File: config.mk
export PLATFORM = sky130hd
export DESIGN_NAME = vga_timing
export DESIGN_NICKNAME = d
export VERILOG_FILES = /design/src/rtl/vga_timing.sv
export SDC_FILE = /design/constraint.sdc
export NUM_CORES = 1
export LEC_CHECK = 0
export CORE_UTILIZATION = 45
export DETAILED_ROUTE_END_ITERATION = 8
export PLACE_DENSITY = 0.73
export SKIP_CTS_REPAIR_TIMING = 1
export SYNTH_ARGS = -nofsm -noshare
export SYNTH_HDL_FRONTEND = slang
export SYNTH_SLANG_ARGS = --single-unit
File: constraint.sdc
create_clock -name clk -period 2.4 [get_ports clk]
set_clock_uncertainty 0.05 [all_clocks]
set_input_delay 0.72 -clock clk [delete_from_list [all_inputs] [get_ports clk]]
set_output_delay 0.72 -clock clk [all_outputs]
set_load 0.02 [all_outputs]
File: src/rtl/vga_timing.sv
// Free-running VGA raster timing generator: counters and blank/sync flags,
// all registered from the same next-state decode so they share one cycle.
module vga_timing #(
  parameter int H_ACTIVE   = 800,
  parameter int H_FP       = 40,
  parameter int H_SYNC     = 128,
  parameter int H_BP       = 88,
  parameter int V_ACTIVE   = 600,
  parameter int V_FP       = 1,
  parameter int V_SYNC     = 4,
  parameter int V_BP       = 23,
  parameter bit H_SYNC_POL = 1'b1,
  parameter bit V_SYNC_POL = 1'b1
) (
  input  logic        clk,
  input  logic        rst,
  output logic [10:0] hcount,
  output logic [10:0] vcount,
  output logic        hblnk,
  output logic        vblnk,
  output logic        hsync,
  output logic        vsync,
  output logic        frame_start
);

  localparam int H_TOTAL = H_ACTIVE + H_FP + H_SYNC + H_BP;
  localparam int V_TOTAL = V_ACTIVE + V_FP + V_SYNC + V_BP;

  localparam logic [10:0] H_LAST     = 11'(H_TOTAL - 1);
  localparam logic [10:0] V_LAST     = 11'(V_TOTAL - 1);
  // Bounds kept at 12 bits so a sync window ending exactly at 2048 still compares correctly.
  localparam logic [11:0] H_ACT_END  = 12'(H_ACTIVE);
  localparam logic [11:0] H_SYNC_BEG = 12'(H_ACTIVE + H_FP);
  localparam logic [11:0] H_SYNC_END = 12'(H_ACTIVE + H_FP + H_SYNC);
  localparam logic [11:0] V_ACT_END  = 12'(V_ACTIVE);
  localparam logic [11:0] V_SYNC_BEG = 12'(V_ACTIVE + V_FP);
  localparam logic [11:0] V_SYNC_END = 12'(V_ACTIVE + V_FP + V_SYNC);

  logic [10:0] r_hcount, r_vcount;
  logic        r_hblnk, r_vblnk, r_hsync, r_vsync, r_frame_start;

  logic [10:0] w_hcount_nxt, w_vcount_nxt;
  logic [11:0] w_h_ext, w_v_ext;
  logic        w_hblnk_nxt, w_vblnk_nxt, w_hsync_nxt, w_vsync_nxt, w_frame_start_nxt;

  always_comb begin
    w_hcount_nxt = r_hcount + 11'd1;
    w_vcount_nxt = r_vcount;
    if (r_hcount == H_LAST) begin
      w_hcount_nxt = 11'd0;
      w_vcount_nxt = (r_vcount == V_LAST) ? 11'd0 : r_vcount + 11'd1;
    end
  end

  // Flags decode the counter values that will be loaded, so they land together.
  always_comb begin
    w_h_ext           = {1'b0, w_hcount_nxt};
    w_v_ext           = {1'b0, w_vcount_nxt};
    w_hblnk_nxt       = (w_h_ext >= H_ACT_END);
    w_vblnk_nxt       = (w_v_ext >= V_ACT_END);
    w_hsync_nxt       = ((w_h_ext >= H_SYNC_BEG) && (w_h_ext < H_SYNC_END)) ? H_SYNC_POL : ~H_SYNC_POL;
    w_vsync_nxt       = ((w_v_ext >= V_SYNC_BEG) && (w_v_ext < V_SYNC_END)) ? V_SYNC_POL : ~V_SYNC_POL;
    w_frame_start_nxt = (w_hcount_nxt == 11'd0) && (w_vcount_nxt == 11'd0);
  end

  always_ff @(posedge clk) begin
    if (rst) begin
      r_hcount      <= 11'd0;
      r_vcount      <= 11'd0;
      r_hblnk       <= 1'b0;
      r_vblnk       <= 1'b0;
      r_hsync       <= ~H_SYNC_POL;
      r_vsync       <= ~V_SYNC_POL;
      r_frame_start <= 1'b0;
    end else begin
      r_hcount      <= w_hcount_nxt;
      r_vcount      <= w_vcount_nxt;
      r_hblnk       <= w_hblnk_nxt;
      r_vblnk       <= w_vblnk_nxt;
      r_hsync       <= w_hsync_nxt;
      r_vsync       <= w_vsync_nxt;
      r_frame_start <= w_frame_start_nxt;
    end
  end

  assign hcount      = r_hcount;
  assign vcount      = r_vcount;
  assign hblnk       = r_hblnk;
  assign vblnk       = r_vblnk;
  assign hsync       = r_hsync;
  assign vsync       = r_vsync;
  assign frame_start = r_frame_start;

endmodule
* Word level (Yosys, flattened, before mapping)
Cells that the tools add are included.
** Storage, ports and cells
- Logic and storage cells :: 27
- Output and inout port bits :: 27
- Register bits :: 27
** Cells by class
- Reduce and logical (&&, ||, !) cells :: 5
- Muxes and demuxes :: 5
- Eq/ne operators :: 2
- $lt $le $gt $ge :: 6
- Add/sub/neg operators :: 2
** Operators with widths (number)
- greater-or-equal comparator 11 x 10 -> 1 bit, second input constant :: 4
- two-way mux 11 bit :: 3
- adder 11 x 1 -> 11 bit, second input constant :: 2
- zero test 11 bit :: 2
- < comparator 11 x 10 -> 1 bit, second input constant :: 2
- equality test 11 x 10 -> 1 bit, second input constant :: 1
- equality test 11 bit, second input constant :: 1
- logical AND 1 bit :: 3
- two-way mux 1 bit :: 2

* Logic depth before layout (Yosys ltp)
- Depth after elaboration :: 6
- Depth in mapped cells :: 9
- Mapped depth without buffers :: 7

* Worst setup path before layout
Ideal clock, no wire load.
- Kind :: reg-to-reg
- Start point :: register r_hcount[0], in the netlist hcount[0]
- End point :: register r_frame_start, in the netlist frame_start
- Path buffers :: 2
- Data required time :: 2258 ps
- Arrival :: 2130 ps
- Cell stages (with the launch flop) :: 10
- Period minus slack after synthesis :: 2272 ps
- Setup time :: 92 ps
- Slack :: 128 ps
- Cells stage by stage :: dfxtp_1 -> ha_1 -> and4_4 -> buf_6 -> and3_1 -> buf_6 -> nand4_2 -> xor2_1 -> a31oi_1 -> nor4_1
** On the way
- Cells in the longest elaborated chain, start to end :: 4
** RTL lines
- start: declaration :: line 39 : logic [10:0] r_hcount, r_vcount;
- start signal: assignment :: line 76 : r_hcount <= w_hcount_nxt;
- adder 11 x 1 -> 11 bit or equality test 11 bit (tied branches) :: line 47, 49
- two-way mux 11 bit :: line 49 : if (r_hcount == H_LAST) begin
- zero test 11 bit :: line 63 : w_frame_start_nxt = (w_hcount_nxt == 11'd0) && (w_vcount_nxt == 11'd0);
- logical AND 1 bit (*) :: line 63
- end signal: assignment :: line 82 : r_frame_start <= w_frame_start_nxt;
- end: declaration :: line 40 : logic r_hblnk, r_vblnk, r_hsync, r_vsync, r_frame_start;
Mark *: on every way between the ends. The rest lies on a longest branch, timed or not.
A chain may end at the register's enable or synchronous reset.

* Worst setup path after layout
- Start point :: register r_vcount[2], in the netlist vcount[2]
- End point :: output vcount[2]
** RTL lines
- start: declaration :: line 39
- start signal: assignment :: line 77 : r_vcount <= w_vcount_nxt;
- end: declaration :: line 18 : output logic [10:0] vcount,
No word-level cell between the ends.

==> results.toml <==
[final_layout]
fin_nets = 243
fin_util = 0.6057
diodes = 0
drive_gt1_frac = 0.1218
syn2layout_area_growth_pct = 24.55

[critical_path]
r2r_start = "hcount[0]"
start_kind = "register"
critical_path_arrival_ns = 1.53
cp-end-kind = "output pin"
r2r_slack_ns = 0.20
cp_top_family = "buffers and inverters"
worstPathCellList = "clkdlybuf4s50_1"
cp_max_fo = 14
required_ns = 1.63
crit_buf_inv = 1
crit_path_max_incr_delay_ns = 0.68
crit_slowest_cell = "clkdlybuf4s50_1"
r2r_cells = 8
r2r_end = "frame_start"
crit_type = "register to output pin"

[timing]
rsz0062_at_grt = "no"
hold_violations = 0
setup_viol = 0
fin_tns_setup_ns = 0
post-route-period-util = 0.9589
maxSlewHeadroom = 0.6644
finalMaxSlewViolations = 0
period_needed_ns = 2.301
worstMarginPinSlew_ns = 0.5015
max_freq_mhz = 434.5

[clock_network]
clock_tree.root_cell = "clkbuf_8"
clk_latency_ns = 0.28
ctsLongestPathBuffers = 2
cts_tree = "done"
cts_sinks = 27
clk_pin_slew_worst_paths_ns = 0.10
cts_buffers = 3
htree_levels = 1

[run_status]
status = "complete, no violations"

[synth]
post-synth-top-area-cell = "dfxtp_1"
synth_common_cells = "27 x dfxtp_1, 22 x nor2_1, 15 x a21oi_1"
synth_edf_count = 0
async_flop_share = 0
synth_top_area_share = 0.3205
avgSynthCellArea_um2 = 8.187
synth_seq_cells = 27
synth_cell_types = 50
syn_nets = 210
ys_seq_area_frac = 0.3205
synthCells = 206
yosys_warnings = 0
synth_most_common_cell = "dfxtp_1"
syn-cell-area_um2 = 1687
synth-main-ff-cell = "dfxtp_1"
synth.area.top_cells = "dfxtp_1 32%, xnor2_1 6.8%, nor2_1 4.9%"

[pwr]
power_density_nw_per_um2 = 362.8
power_w = 0.0007621
cellLeakagePower_nw = 0.6726
ir_drop_v = 0.0001950

[grt]
gr-total-overflow = 0
grt_max_degree = 17
antenna_found_initial = 0
grt_pass1_vias = 1434
grt_usage = 0.2225
grt_pass1_wl_um = 7051

[floorplan]
die_w_um = 63.22
io_pins = 29
die_h_um = 63.22
initial_core_util = 0.4863
floorplan.rows = 21
core-area_um2 = 3468
die_area_um2 = 3997

[hold_path]
hold_start = "hcount[0]"
hp-class = "register to register"
holdPathStages = 1
worstHoldEndpoint = "hcount[0]"

[place]
place.gp.congestion = 0.8718
dp_hpwl_um = 3011
portBuffers = 28

[flow_run]
cap_violations = 0

[detailed_routing]
drt-pass1-iter-count = 4
detail_route.wl_per_cell_um = 14.20
antenna_left = 0
vias = 1638
drt-initial-drc-count = 87
drt-total-wl_um = 4032
route.detailed.drc = 0
via_per_inst = 5.768
==> how the worst max path moves through the flow <==
| stage | start | end | slack [ns] | depth (start not counted) |
|---|---|---|---|---|
| after floorplan | hcount[0] | frame_start | 0.13 | 9 |
| after CTS | vcount[2] | vcount[2] | 0.1 | 1 |
| final | vcount[2] | vcount[2] | 0.1 | 1 |
| after global routing | vcount[2] | vcount[2] | 0.01 | 1 |
| after global placement | hcount[0] | frame_start | 0.31 | 7 |
| after detailed placement | hcount[0] | frame_start | 0.15 | 8 |
==> report_power, final <==
| part | internal, W | leakage (nW) | switching (W) |
|---|---|---|---|
| clock | 0.000118 | 0.0217 | 0.000149 |
| sequential | 0.000452 | 0.218 | 0.00000643 |
| combinational | 0.0000171 | 0.433 | 0.0000195 |
==> flip-flops by register name, summed over array words and instances (netlist names) <==
name,cells
hcount,11
vcount,11
frame_start,1
hblnk,1
hsync,1
vblnk,1
vsync,1
==> worst reg2reg max path, cell delays in order (launching register included) <==
cell     delay [ns]
dfxtp_1        0.43
ha_1           0.20
and4_4         0.29
and3_2         0.28
buf_4          0.16
nand4_1        0.09
a21oi_1        0.21
a31oi_1        0.13
nor4_1         0.28
==> kinds of logic after synthesis <==
family / Yosys count / synth area share
flip-flops: 27 / 0.3205
multiplexers: 2 / 0.01187
adder cells (fa/ha/maj): 2 / 0.01483
AO/OA/AOI/OAI: 44 / 0.1662
XOR/XNOR: 18 / 0.09347
AND/OR/NAND/NOR: 93 / 0.3309
buffers and inverters: 20 / 0.06231
==> per-stage QoR <==
| step | instances | hold WS (ns) | instance area [um^2] | setup slack [ns] |
|---|---|---|---|---|
| floorplan | 206 | 0.5328 | 1687 | 0.1280 |
| global placement | 280 | 0.4629 | 2051 | 0.3094 |
| detailed placement | 280 | 0.4760 | 2051 | 0.1535 |
| CTS | 284 | 0.4962 | 2100 | 0.09888 |
| global route | 284 | 0.5352 | 2101 | 0.01315 |
| finish | 284 | 0.4936 | 2101 | 0.09865 |
==> metal layers <==
layer / routed length (um) / vias to the layer above / part of all wire / GRT usage
li1: - / 823 / - / -
met3: 259 / 9 / 0.064 / 0.03261
met5: 0 / - / 0 / 0
met1: 1920 / 751 / 0.48 / 0.3289
met4: 93 / 0 / 0.023 / 0.09091
met2: 1760 / 55 / 0.44 / 0.3185
==> cell type report <==
class                           count  area (um^2)
Tap cell                           46        57.56
Sequential cell                    27        540.5
Clock inverter                      1        7.507
Clock buffer                        3        41.29
Multi-Input combinational cell    159         1042
Fill cell                         327         1368
Inverter                            5        18.77
Timing Repair Buffer               43        392.9
==> cells in the final DEF (no fill, tap or decap), types with 2 or more instances in the layout <==
cell type / instances
a22oi_1: 2
clkbuf_8: 3
xor2_1: 5
a31oi_1: 2
o21ai_0: 10
ha_1: 2
a211oi_1: 2
and2_1: 2
dfxtp_1: 27
or2_2: 2
xnor2_1: 13
nor2_1: 22
a22o_1: 2
nor3_1: 9
a21oi_1: 15
o2bb2ai_1: 2
nand3b_1: 2
nor2b_1: 3
inv_1: 5
mux2i_1: 2
and4_1: 2
nor3b_1: 3
nand3_1: 13
and3_1: 3
nand4_1: 8
nand2_1: 9
nand4b_1: 2
buf_4: 15
nor4_1: 3
clkdlybuf4s50_1: 28
No activity file was read; power rests on OpenSTA's default activity.
